**src/rtl/mcu_pkg.sv**
```systemverilog
// Shared definitions for the 8-bit MCU: sequencer states, instruction fields,
// status-register bit positions and the ALU mode codes shared with the ALU.
package mcu_pkg;

  typedef enum logic [1:0] {
    ST_FETCH   = 2'd0,
    ST_DECODE  = 2'd1,
    ST_EXECUTE = 2'd2
  } state_e;

  // Instruction class, IR[11:10]
  typedef enum logic [1:0] {
    CLS_CTRL = 2'b00,
    CLS_LDI  = 2'b01,
    CLS_ALU  = 2'b10,
    CLS_STA  = 2'b11
  } class_e;

  // Control sub-op, IR[9:8] when class is CLS_CTRL
  typedef enum logic [1:0] {
    CTL_NOP = 2'b00,
    CTL_JMP = 2'b01,
    CTL_JZ  = 2'b10,
    CTL_JC  = 2'b11
  } ctl_e;

  // Status register layout {Z,C,S,O}
  localparam int SR_Z = 3;
  localparam int SR_C = 2;
  localparam int SR_S = 1;
  localparam int SR_O = 0;

  localparam logic [3:0] ALU_ADD = 4'h0;
  localparam logic [3:0] ALU_SUB = 4'h1;
  localparam logic [3:0] ALU_AND = 4'h2;
  localparam logic [3:0] ALU_OR  = 4'h3;
  localparam logic [3:0] ALU_XOR = 4'h4;
  localparam logic [3:0] ALU_NOT = 4'h5;
  localparam logic [3:0] ALU_SHL = 4'h6;
  localparam logic [3:0] ALU_SHR = 4'h7;
  localparam logic [3:0] ALU_ROL = 4'h8;
  localparam logic [3:0] ALU_ROR = 4'h9;
  localparam logic [3:0] ALU_INC = 4'hA;
  localparam logic [3:0] ALU_DEC = 4'hB;
  localparam logic [3:0] ALU_ADC = 4'hC;
  localparam logic [3:0] ALU_SBB = 4'hD;
  localparam logic [3:0] ALU_MOV = 4'hE;
  localparam logic [3:0] ALU_CMP = 4'hF;

  typedef struct packed {
    class_e     cls;
    ctl_e       ctl;
    logic       dest;   // ALU write-back: 0 = ACC, 1 = DMEM[rsel]
    logic [3:0] mode;
    logic [3:0] rsel;
    logic [7:0] imm;
  } instr_t;

  // IR[9] is reserved for ALU ops and simply not extracted
  function automatic instr_t decode_instr(input logic [11:0] ir);
    instr_t d;
    d.cls  = class_e'(ir[11:10]);
    d.ctl  = ctl_e'(ir[9:8]);
    d.dest = ir[8];
    d.mode = ir[7:4];
    d.rsel = ir[3:0];
    d.imm  = ir[7:0];
    return d;
  endfunction

endpackage

```
**src/rtl/mcu_control_unit_if.sv**
```systemverilog
// Program-ROM and ALU bus between the control unit (master) and the
// ROM/ALU side (slave).
interface mcu_control_unit_if;
  logic [7:0]  prog_addr;
  logic [11:0] prog_data;
  logic [7:0]  alu_operand1;
  logic [7:0]  alu_operand2;
  logic        alu_enable;
  logic [3:0]  alu_mode;
  logic [3:0]  alu_cflags;
  logic [7:0]  alu_out;
  logic [3:0]  alu_flags;

  modport master (
    output prog_addr, alu_operand1, alu_operand2, alu_enable, alu_mode, alu_cflags,
    input  prog_data, alu_out, alu_flags
  );

  modport slave (
    input  prog_addr, alu_operand1, alu_operand2, alu_enable, alu_mode, alu_cflags,
    output prog_data, alu_out, alu_flags
  );
endinterface

```
**src/rtl/mcu_regfile.sv**
```systemverilog
// 16x8 data register file: synchronous write, combinational read and a
// synchronous active-low clear of every entry.
module mcu_regfile (
  input  logic       clk,
  input  logic       rst_n,
  input  logic       we,
  input  logic [3:0] waddr,
  input  logic [7:0] wdata,
  input  logic [3:0] raddr,
  output logic [7:0] rdata
);

  logic [7:0] rd_vec [16];

  // Entries are discrete registers because reset must clear all of them at once
  for (genvar gi = 0; gi < 16; gi++) begin : g_entry
    logic [7:0] entry_reg;

    always_ff @(posedge clk) begin
      if (!rst_n) begin
        entry_reg <= 8'h00;
      end else if (we && (waddr == 4'(gi))) begin
        entry_reg <= wdata;
      end
    end

    assign rd_vec[gi] = entry_reg;
  end

  assign rdata = rd_vec[raddr];

endmodule

```
**src/rtl/mcu_control_unit.sv**
```systemverilog
// Three-cycle fetch/decode/execute sequencer of the 8-bit MCU: owns PC, IR,
// ACC, SR and the data register file, and drives the ALU.
module mcu_control_unit
  import mcu_pkg::*;
#(
  parameter int                 PROG_AW  = 8,   // tied to the instruction encoding
  parameter logic [PROG_AW-1:0] PC_RESET = 8'h00
) (
  input  logic                clk,
  input  logic                rst_n,
  input  logic                en,
  mcu_control_unit_if.master  bus,
  output logic [7:0]          acc,
  output logic [3:0]          status,
  output logic [PROG_AW-1:0]  pc,
  output logic                instr_done
);

  state_e             state_reg, state_next;
  logic [PROG_AW-1:0] pc_reg;
  logic [11:0]        ir_reg;
  logic [7:0]         acc_reg;
  logic [3:0]         sr_reg;
  instr_t             dec;

  logic               rf_we;
  logic [7:0]         rf_wdata;
  logic [7:0]         rf_rdata;
  logic               branch_taken;

  always_comb dec = decode_instr(ir_reg);

  mcu_regfile u_regfile (
    .clk   (clk),
    .rst_n (rst_n),
    .we    (rf_we),
    .waddr (dec.rsel),
    .wdata (rf_wdata),
    .raddr (dec.rsel),
    .rdata (rf_rdata)
  );

  always_ff @(posedge clk) begin
    if (!rst_n) begin
      state_reg <= ST_FETCH;
    end else begin
      state_reg <= state_next;
    end
  end

  always_comb begin
    state_next = state_reg;
    case (state_reg)
      ST_FETCH:   if (en) state_next = ST_DECODE;
      ST_DECODE:  state_next = ST_EXECUTE;
      ST_EXECUTE: state_next = ST_FETCH;
      default:    state_next = ST_FETCH;
    endcase
  end

  always_comb begin
    bus.prog_addr    = pc_reg;
    bus.alu_cflags   = sr_reg;
    bus.alu_operand1 = 8'h00;
    bus.alu_operand2 = 8'h00;
    bus.alu_enable   = 1'b0;
    bus.alu_mode     = 4'h0;
    instr_done       = 1'b0;
    rf_we            = 1'b0;
    rf_wdata         = acc_reg;
    branch_taken     = 1'b0;
    if (state_reg == ST_EXECUTE) begin
      instr_done = 1'b1;
      case (dec.cls)
        CLS_CTRL: begin
          case (dec.ctl)
            CTL_JMP: branch_taken = 1'b1;
            CTL_JZ:  branch_taken = sr_reg[SR_Z];
            CTL_JC:  branch_taken = sr_reg[SR_C];
            default: branch_taken = 1'b0;
          endcase
        end
        CLS_ALU: begin
          bus.alu_enable   = 1'b1;
          bus.alu_operand1 = acc_reg;
          bus.alu_operand2 = rf_rdata;
          bus.alu_mode     = dec.mode;
          rf_we            = dec.dest;
          rf_wdata         = bus.alu_out;
        end
        CLS_STA: rf_we = 1'b1;
        default: ;
      endcase
    end
  end

  // PC was already advanced in DECODE, so a not-taken branch needs no action
  always_ff @(posedge clk) begin
    if (!rst_n) begin
      pc_reg  <= PC_RESET;
      ir_reg  <= 12'h000;
      acc_reg <= 8'h00;
      sr_reg  <= 4'h0;
    end else begin
      case (state_reg)
        ST_DECODE: begin
          ir_reg <= bus.prog_data;
          pc_reg <= pc_reg + PROG_AW'(1);
        end
        ST_EXECUTE: begin
          case (dec.cls)
            CLS_CTRL: if (branch_taken) pc_reg <= dec.imm;
            CLS_LDI:  acc_reg <= dec.imm;
            CLS_ALU: begin
              sr_reg <= bus.alu_flags;
              if (!dec.dest) acc_reg <= bus.alu_out;
            end
            default: ;
          endcase
        end
        default: ;
      endcase
    end
  end

  assign acc    = acc_reg;
  assign status = sr_reg;
  assign pc     = pc_reg;

endmodule

```
**src/flat_wrapper.sv**
```systemverilog
// flat-port wrapper written by rule: the top's interface ports become plain ports
module mcu_control_unit_flat import mcu_pkg::*;
#(
  parameter int                 PROG_AW  = 8,                                      
  parameter logic [PROG_AW-1:0] PC_RESET = 8'h00
)
  (clk, rst_n, en, acc, status, pc, instr_done, bus_prog_addr, bus_alu_operand1, bus_alu_operand2, bus_alu_enable, bus_alu_mode, bus_alu_cflags, bus_prog_data, bus_alu_out, bus_alu_flags);
  mcu_control_unit_if bus_i ();
  input  logic clk;
  input  logic rst_n;
  input  logic en;
  output logic [7:0] acc;
  output logic [3:0] status;
  output logic [PROG_AW-1:0] pc;
  output logic instr_done;
  output wire logic [$bits(bus_i.prog_addr)-1:0] bus_prog_addr;
  output wire logic [$bits(bus_i.alu_operand1)-1:0] bus_alu_operand1;
  output wire logic [$bits(bus_i.alu_operand2)-1:0] bus_alu_operand2;
  output wire logic [$bits(bus_i.alu_enable)-1:0] bus_alu_enable;
  output wire logic [$bits(bus_i.alu_mode)-1:0] bus_alu_mode;
  output wire logic [$bits(bus_i.alu_cflags)-1:0] bus_alu_cflags;
  input wire logic [$bits(bus_i.prog_data)-1:0] bus_prog_data;
  input wire logic [$bits(bus_i.alu_out)-1:0] bus_alu_out;
  input wire logic [$bits(bus_i.alu_flags)-1:0] bus_alu_flags;
  assign bus_prog_addr = bus_i.prog_addr;
  assign bus_alu_operand1 = bus_i.alu_operand1;
  assign bus_alu_operand2 = bus_i.alu_operand2;
  assign bus_alu_enable = bus_i.alu_enable;
  assign bus_alu_mode = bus_i.alu_mode;
  assign bus_alu_cflags = bus_i.alu_cflags;
  assign bus_i.prog_data = bus_prog_data;
  assign bus_i.alu_out = bus_alu_out;
  assign bus_i.alu_flags = bus_alu_flags;
  mcu_control_unit #(.PROG_AW(PROG_AW), .PC_RESET(PC_RESET)) u_core (.clk(clk), .rst_n(rst_n), .en(en), .bus(bus_i), .acc(acc), .status(status), .pc(pc), .instr_done(instr_done));
endmodule
```
**config.mk**
```make
export PLATFORM = sky130hd
export DESIGN_NAME = mcu_control_unit_flat
export DESIGN_NICKNAME = d
export VERILOG_FILES = /design/src/rtl/mcu_pkg.sv /design/src/rtl/mcu_control_unit_if.sv /design/src/rtl/mcu_regfile.sv /design/src/rtl/mcu_control_unit.sv /design/src/flat_wrapper.sv
export SDC_FILE = /design/constraint.sdc
export NUM_CORES = 1
export LEC_CHECK = 0
export CORE_ASPECT_RATIO = 0.75
export CORE_MARGIN = 2
export CORE_UTILIZATION = 50
export DETAILED_ROUTE_END_ITERATION = 12
export HOLD_SLACK_MARGIN = 0.06
export PLACE_DENSITY_LB_ADDON = 0.15
export SETUP_SLACK_MARGIN = 0.3
export SLEW_MARGIN = 20
export SYNTH_ARGS = -nofsm -noshare
export SYNTH_HDL_FRONTEND = slang
export SYNTH_SLANG_ARGS = --single-unit
```
**constraint.sdc**
```tcl
create_clock -name clk -period 5 [get_ports clk]
set_clock_uncertainty 0.2 [all_clocks]
set_input_delay 1 -clock clk [delete_from_list [all_inputs] [get_ports clk]]
set_output_delay 1 -clock clk [all_outputs]
set_load 0.02 [all_outputs]
```
==> impl_metrics.csv, run 1 <==
group,metric,value,unit
synthesis,syn_area,0.007418,mm2
timing,setup_viol,0,
critical_path,path_class,"reg -> out",
place,hpwl,12.28,mm
place,place_congestion,0.8989,
critical_path,crit_required,3800,ps
global_routing,antenna_found_initial,0,
synthesis,yosys.area.top_type,"dfxtp_1",
synthesis,synth.distinct_cells,46,
power,leakage,0.002654,uW
power,pwr-share-seq,0.478,
power,p_sw,628.2,uW
synthesis,syn_inst,742,
critical_path,worstPathArrival,3060,ps
cts,postCtsHoldBufs,0,
timing,rsz0062_at_grt,"no",
critical_path,crit_chain,"and3b_1, and2_1, nand2_1, o22ai_1, clkdlybuf4s50_1",
synthesis,yosysSeqAreaShare,0.4372,
min_path,worstHoldPathType,"reg -> reg",
die,core-area,0.01450,mm2
synthesis,yosys-top-cells-area,"dfxtp_1, a211oi_1, mux4_2",
global_routing,grt_max_degree,95,
power,worst_ir_drop_vdd,232.5,uV
synthesis,ys_seq_elements,162,
detailed_routing,drcViolationCount,0,
synthesis,synth_top_cell_area_share,0.4372,
timing,hold_viol,0,
die,die_y,109.5,um
global_routing,grt-ovfl-total,0,
timing,fmax,234.5,MHz
cts,cts_setup_buffers,0,
timing,final.min_clock_period,4265,ps
detailed_routing,via_count,5729,
die,die_w,144.7,um
timing,worst_pin_slew,1112,ps
critical_path,start_kind,"flip-flop",
power,internal-power,2154,uW
cts,cts_htree_levels,4,
place,place_inst,948,
critical_path,slowest_stage,"clkdlybuf4s50_1",
detailed_routing,drt_first_pass_iters,4,
place,port_buffers,80,
cts,cts.sinks,162,
finish,n_fill_cell,1155,
timing,max_slew_margin,0.2549,
cts,cts_resized,0,
cts,clkTransAtPathRegs,60,ps
critical_path,endpoint_kind,"output port",
global_routing,track_usage,0.2452,
detailed_routing,routed_wl,18.56,mm
die,dieArea,0.01584,mm2
cts,cts_root_buf,"clkbuf_16",
die,fp-row-count,38,
timing,final_max_slew_viol_count,0,
timing,fin_tns_setup,0,ps
cts,cts_buffer_depth,2,
critical_path,max_stage_delay,680,ps
cts,cts_buffers,17,
global_routing,grt_pass1_wl,29.70,mm
timing,min_period_over_period,0.8529,
place,postPlaceCellArea,0.008122,mm2
detailed_routing,wl_per_cell,18.94,um
flow_run,max_cap_viol_count,0,
finish,antenna_cells,0,
status,status,"finished clean",
finish,design_area,0.008747,mm2
critical_path,worst-path-max-fanout,17,
finish,drive_above_1_share,0.1641,
synthesis,synthArstFlopShare,0,
finish,layout.cells.non_filler,980,
cts,clk_latency,430,ps
detailed_routing,ant_nets,0,
power,powerDensity,318.0,mW/mm2
die,io_pins,81,
die,start_util,0.5116,
synthesis,ys_warn_count,0,
global_routing,grt_pass1_vias,5459,
finish,largest_register_ffs,128,
synthesis,synth_area_per_cell,9.998,um2
finish,nNetsFinal,795,
detailed_routing,via_per_inst,5.846,
power,p_clk_frac,0.468,
synthesis,synth_top_flop_cell,"dfxtp_1",
cts,cts_tree,"built",
synthesis,synth_edf_count,0,
detailed_routing,drtIter0Drc,530,
synthesis,syn_nets,770,
power,combPwrFrac,0.054,
power,swShare,0.2258,
finish,area_delta_synth_final,17.91,%
finish,fin_util,0.6032,
cells in the mapped netlist, types with 3 or more instances:
master    instances
a211oi_1        106
a211oi_2         30
a21o_1            3
a21oi_1          16
and3_1           12
buf_1             5
buf_2            23
buf_4            18
buf_6             4
clkbuf_1         31
dfxtp_1         162
mux2i_1          33
mux2i_2           5
mux2i_4           3
mux4_2           32
nand2_1          35
nand2b_1          5
nand3_1           6
nand4_1           5
nor2_1          155
nor2b_1           4
nor3_1            3
nor3_2            4
o21ai_0           5
o22ai_1           9
cells in the final DEF (no fill, tap or decap), drive strengths merged, types with 3 or more instances in the layout:
master,instances
dfxtp,162
nor2,155
a211oi,136
clkdlybuf4s50,80
mux2i,41
nand2,35
mux4,32
clkbuf,23
a21oi,16
and3,12
o22ai,9
buf,8
nor3,7
nand3,6
nand2b,5
nand4,5
o21ai,5
clkinv,5
nor2b,4
a21o,3
critical path: cells and delay by family (launching register included):
kind | cells | cell delay (ps)
DFF | 1 | 650
AOI/OAI and AO/OA | 1 | 230
and+or+nand+nor | 3 | 1060
buffers and inverters | 1 | 680
stage by stage:
step / setup WS, ps / total power [uW] / hold WS (ps)
floorplan: 2034 / 1447 / 244.8
global placement: 1259 / 1504 / 255.3
detailed placement: 1205 / 1507 / 271.7
CTS: 737.6 / 2796 / 279.9
global route: 521.0 / 2860 / 311.7
finish: 735.4 / 2782 / 271.8
power by group through the flow:
stage	sequential, uW	clock, uW	combinational [uW]
floorplan	1340	0	102
global placement	1360	0	146
detailed placement	1360	0	148
CTS	1330	1320	148
global route	1330	1370	160
finish	1330	1300	149
final timing paths:
kind | start | endpoint | slack [ps] | cells past startpoint
min | u_core.ir_reg[9] | u_core.ir_reg[9] | 270 | 2
max reg2reg | u_core.state_reg[1] | u_core.u_regfile.g_entry[12].entry_reg[1] | 1680 | 5
min reg2reg | u_core.ir_reg[9] | u_core.ir_reg[9] | 270 | 2
max | u_core.state_reg[1] | bus_alu_operand2[6] | 740 | 5
routing by layer:
layer,vias to the layer above,routed length (um),global-route usage
met5,-,0,0
li1,2766,-,-
met3,19,978,0.06707
met4,0,317,0.07559
met1,2800,8987,0.3524
met2,144,8279,0.3612
final cells by class:
type                    instances  area (um2)  share of cell area
clock buffers                  23       488.0             0.05579
clock inverters                 9       103.9             0.01187
inverters                       2       10.01            0.001144
multi-input cells             496        3761              0.4300
flip-flops and latches        162        3248              0.3713
well taps                     200       250.2             0.02861
repair buffers                 88       885.9              0.1013
cells by family after synthesis:
group,Yosys count,synth area share
and+or+nand+nor,240,0.1417
AOI/OAI and AO/OA,179,0.1938
DFF,162,0.4372
buffers and inverters,84,0.06173
muxes,74,0.1616
xor gates and xnor gates,2,0.002362
adders and majority gates,1,0.001686
No activity file was read; power rests on OpenSTA's default activity.
==> run 2, diff against run 1 <==
ABC_AREA = 1   (was unset)
GPL_TIMING_DRIVEN = 0   (was unset)
HOLD_SLACK_MARGIN = unset   (was 0.06)
==> impl_metrics.csv, run 2 <==
group,metric,value,unit
status,status,"finished clean",
synthesis,synth_area_per_cell,6.706,um2
synthesis,synthArstFlopShare,0,
global_routing,antenna_found_initial,0,
timing,hold_slack,266.0,ps
place,port_buffers,79,
timing,final.min_clock_period,4462,ps
critical_path,crit_chain,"inv_1, nor2_1, clkbuf_1, nand2_1, nand4_1, nand2_1, nand2_1, nor2_1, nor2_1, clkdlybuf4s50_1",
critical_path,start_kind,"flip-flop",
die,core-area,0.01450,mm2
detailed_routing,drcViolationCount,0,
finish,nNetsFinal,1232,
synthesis,synth_common_cells,"nor2_1, nand2_1, o21ai_0, dfxtp_1, inv_1",
cts,postCtsHoldBufs,0,
critical_path,path_class,"reg -> out",
synthesis,yosys-top-cells-area,"dfxtp_1, nor2_1, o21ai_0",
synthesis,yosysSeqAreaShare,0.4372,
detailed_routing,routed_wl,23.22,mm
timing,worst_pin_slew,630.0,ps
synthesis,synth_top_flop_cell,"dfxtp_1",
detailed_routing,via_count,7617,
critical_path,worstPathArrival,3260,ps
finish,antenna_cells,0,
timing,rsz0062_at_grt,"no",
synthesis,syn_nets,1134,
power,powerDensity,314.3,mW/mm2
critical_path,worst-path-max-fanout,10,
power,worst_ir_drop_vdd,251.2,uV
finish,area_delta_synth_final,21.83,%
detailed_routing,ant_nets,0,
power,combPwrFrac,0.070,
timing,setup_viol,0,
power,leakage,0.004005,uW
finish,drive_above_1_share,0.08148,
synthesis,syn_area,0.007417,mm2
finish,n_fill_cell,1374,
finish,multiInputGateArea,0.003659,mm2
global_routing,grt-ovfl-total,0,
power,swShare,0.2343,
synthesis,yosys.area.top_type,"dfxtp_1",
critical_path,slowest_stage,"clkdlybuf4s50_1",
global_routing,grt_pass1_wl,36.53,mm
place,dpl_worst_slack,1115,ps
power,pwr-share-seq,0.465,
timing,fmax,224.1,MHz
timing,min_period_over_period,0.8925,
cts,cts_buffers,17,
die,io_pins,81,
critical_path,crit_required,3800,ps
detailed_routing,drt_first_pass_iters,5,
synthesis,yosysMostFrequentCell,"nor2_1",
finish,largest_register_ffs,128,
timing,max_slew_margin,0.5800,
global_routing,grt_max_degree,17,
die,die_w,144.6,um
cts,clk_latency,430,ps
cts,cts_resized,0,
min_path,worstHoldPathType,"reg -> reg",
synthesis,synth_top_cell_area_share,0.4372,
critical_path,endpoint_kind,"output port",
detailed_routing,via_per_inst,5.383,
global_routing,track_usage,0.3042,
synthesis,synth_edf_count,0,
timing,hold_viol,0,
cts,cts_buffer_depth,2,
cts,cts_tree,"built",
die,start_util,0.5115,
cts,cts_setup_buffers,0,
die,dieArea,0.01583,mm2
power,p_total,2840,uW
cts,cts_root_buf,"clkbuf_16",
finish,layout_commonest_cell,"nor2_1",
synthesis,ys_seq_elements,162,
die,fp-row-count,38,
timing,final_max_slew_viol_count,0,
flow_run,max_cap_viol_count,0,
synthesis,ys_warn_count,0,
place,hpwl,16.50,mm
finish,layout.cells.most_common_list,"nor2_1, nand2_1, o21ai_0",
critical_path,max_stage_delay,630,ps
synthesis,synth.distinct_cells,25,
timing,fin_tns_setup,0,ps
power,p_clk_frac,0.466,
place,place_congestion,0.9352,
synthesis,syn_inst,1106,
power,p_sw,665.5,uW
power,internal-power,2175,uW
global_routing,grt_pass1_vias,6805,
detailed_routing,drtIter0Drc,831,
detailed_routing,wl_per_cell,16.41,um
die,die_y,109.5,um
cts,cts_htree_levels,4,
finish,regArea,0.003243,mm2
timing,fin_ws,537.6,ps
cts,clkTransAtPathRegs,60,ps
cts,cts.sinks,162,
-- run 2: power by group through the flow --
stage	combinational, uW	sequential, uW	clock [uW]
after floorplan	106	1350	0
after global placement	192	1350	0
final	198	1320	1320
after detailed placement	193	1350	0
after CTS	193	1320	1330
after global routing	212	1320	1380
-- run 2: per-stage QoR --
stage               utilization  cell area, um2  instances
floorplan                     -            7417       1106
global placement         0.5833            8458       1385
detailed placement       0.5833            8458       1385
CTS                      0.6231            9036       1415
global route             0.6231            9036       1415
finish                   0.6231            9036       1415
-- run 2: kinds of logic (layout without fill, tap and decap cells) --
logic type               after synthesis  after routing  share of synthesized area
AO/OA/AOI/OAI                        226            226                     0.1670
adder cells (fa/ha/maj)                1              1                   0.001687
flip-flops                           162            162                     0.4372
buffers and inverters                114            223                    0.06950
AND/OR/NAND/NOR                      603            603                     0.3246
-- run 2: routing by layer --
metal | track usage | share of wire | vias up
met1 | 0.4511 | 0.47 | 3497
met5 | 0 | 0 | -
met4 | 0.09917 | 0.021 | 0
li1 | - | - | 3734
met2 | 0.4441 | 0.42 | 341
met3 | 0.05793 | 0.088 | 45
-- run 2: cell type report --
cell class,instances,share of cell area
Tap cell,200,0.02769
Sequential cell,162,0.3589
Buffer,59,0.03420
Timing Repair Buffer,79,0.08751
Multi-Input combinational cell,830,0.4049
Clock inverter,5,0.01135
Inverter,55,0.02285
Clock buffer,25,0.05262
-- run 2: worst max-delay path, delay by kind of cell, from the launching register on --
kind                   cells  cell delay [ps]
buffers and inverters      3             1300
and+or+nand+nor            7             1140
DFF                        1              400
-- run 2: final timing paths --
kind,start,endpoint,slack (ps),cells past startpoint
max reg2reg,u_core.ir_reg[1],u_core.u_regfile.g_entry[6].entry_reg[6],2480,7
min,u_core.state_reg[1],u_core.state_reg[0],270,1
min reg2reg,u_core.state_reg[1],u_core.state_reg[0],270,1
max,u_core.ir_reg[1],bus_alu_operand2[6],540,10
==> run 3, diff against run 2 <==
CELL_PAD_IN_SITES_DETAIL_PLACEMENT = 2   (was unset)
CELL_PAD_IN_SITES_GLOBAL_PLACEMENT = 2   (was unset)
CORE_MARGIN = 5   (was 2)
CORE_UTILIZATION = 34   (was 50)
==> impl_metrics.csv, run 3 (synthesized netlist as in run 2, its figures left out) <==
group,metric,value,unit
status,status,"finished clean",
die,start_util,0.3483,
cts,cts_resized,1,
finish,design_area,0.009148,mm2
timing,hold_viol,0,
detailed_routing,drtIter0Drc,438,
finish,drive_above_1_share,0.08656,
detailed_routing,wl_per_cell,20.84,um
timing,min_period_over_period,0.8989,
detailed_routing,via_count,7850,
timing,rsz0062_at_grt,"no",
finish,fin_util,0.4296,
flow_run,max_cap_viol_count,0,
finish,layout.cells.most_common_list,"nor2_1, nand2_1, o21ai_0",
critical_path,path_class,"reg -> out",
cts,cts_buffers,17,
die,die_y,137.9,um
detailed_routing,ant_nets,0,
critical_path,endpoint_kind,"output port",
finish,n_fill_cell,2560,
cts,postCtsHoldBufs,0,
place,postPlaceCellArea,0.008568,mm2
die,core-area,0.02130,mm2
timing,final.min_clock_period,4494,ps
die,die_w,180.6,um
detailed_routing,routed_wl,31.28,mm
timing,final_max_slew_viol_count,0,
critical_path,worstPathArrival,3290,ps
detailed_routing,drcViolationCount,0,
cts,clkTransAtPathRegs,70,ps
min_path,worstHoldPathType,"reg -> reg",
critical_path,start_kind,"flip-flop",
global_routing,antenna_found_initial,0,
detailed_routing,via_per_inst,5.230,
power,leakage,0.004020,uW
timing,setup_viol,0,
cts,cts_tree,"built",
die,io_pins,81,
cts,cts_buffer_depth,2,
power,powerDensity,314.0,mW/mm2
timing,fmax,222.5,MHz
cts,cts_setup_buffers,0,
global_routing,track_usage,0.2546,
global_routing,grt_pass1_vias,8230,
global_routing,grt_max_degree,17,
finish,largest_register_ffs,128,
die,dieArea,0.02490,mm2
place,dpl_worst_slack,785.8,ps
finish,nNetsFinal,1232,
global_routing,grt_pass1_wl,48.81,mm
cts,cts.sinks,162,
finish,antenna_cells,0,
timing,fin_tns_setup,0,ps
cts,cts_htree_levels,4,
detailed_routing,drt_first_pass_iters,5,
finish,area_delta_synth_final,23.33,%
global_routing,grt-ovfl-total,0,
timing,fin_ws,505.6,ps
place,hpwl,22.45,mm
cts,clk_latency,440,ps
timing,worst_pin_slew,722.5,ps
critical_path,crit_required,3800,ps
place,place_congestion,0.8404,
power,worst_ir_drop_vdd,242.5,uV
critical_path,worst-path-max-fanout,10,
die,fp-row-count,46,
place,port_buffers,79,
cts,cts_root_buf,"clkbuf_16",
finish,layout_commonest_cell,"nor2_1",
timing,max_slew_margin,0.5183,
[run 3: cell types whose count changed in the layout (fill, tap and decap cells not counted)]
| cell | delta |
|---|---|
| clkbuf_1 | -8 |
| clkbuf_2 | +3 |
| clkbuf_8 | +3 |
| bufinv_16 | -1 |
| clkinv_2 | +1 |
[run 3: worst paths after layout]
check | slack (ps) | to | cells past startpoint | startpoint
worst max-delay path | 510 | bus_alu_operand2[6] | 10 | u_core.ir_reg[1]
worst max register to register | 2280 | u_core.u_regfile.g_entry[2].entry_reg[6] | 7 | u_core.ir_reg[1]
worst min-delay path | 290 | u_core.state_reg[0] | 1 | u_core.state_reg[1]
worst min register to register | 290 | u_core.state_reg[0] | 1 | u_core.state_reg[1]
[run 3: final cells by class]
type / instances / area [um2] / share of cell area
multi-input cells: 830 / 3659 / 0.3999
flip-flops and latches: 162 / 3243 / 0.3545
repair buffers: 79 / 790.8 / 0.08645
clock buffers: 23 / 498.0 / 0.05444
well taps: 288 / 360.3 / 0.03939
plain buffers: 59 / 312.8 / 0.03420
inverters: 55 / 206.4 / 0.02257
clock inverters: 5 / 77.57 / 0.008480
[run 3: report_power, final]
group,total [uW],internal [uW],switching [uW]
Sequential,1320,1300,17.0
Combinational,214,66.1,148
Clock,1340,790,549
Total,2870,2160,713
[run 3: worst max-delay path: stages, from the launching register on]
cell	delay (ps)
dfxtp_1	420
inv_1	130
nor2_1	490
clkbuf_2	420
nand2_1	110
nand4_1	220
nand2_1	80
nand2_1	100
nor2_1	40
nor2_1	180
clkdlybuf4s50_1	640
[run 3: metrics by stage]
step	hold slack (ps)	power (uW)	instances
3_5_place_dp	278.9	1561	1473
4_1_cts	288.3	2884	1501
3_3_place_gp	262.4	1555	1473
6_report	293.9	2872	1501
2_1_floorplan	240.3	1454	1106
5_1_grt	332.0	2959	1501
[run 3: layer usage]
layer	global-route usage	part of all wire	vias up
met4	0.04954	0.013	0
met5	0	0	-
li1	-	-	3735
met1	0.3505	0.49	3952
met2	0.4199	0.45	134
met3	0.05270	0.039	29
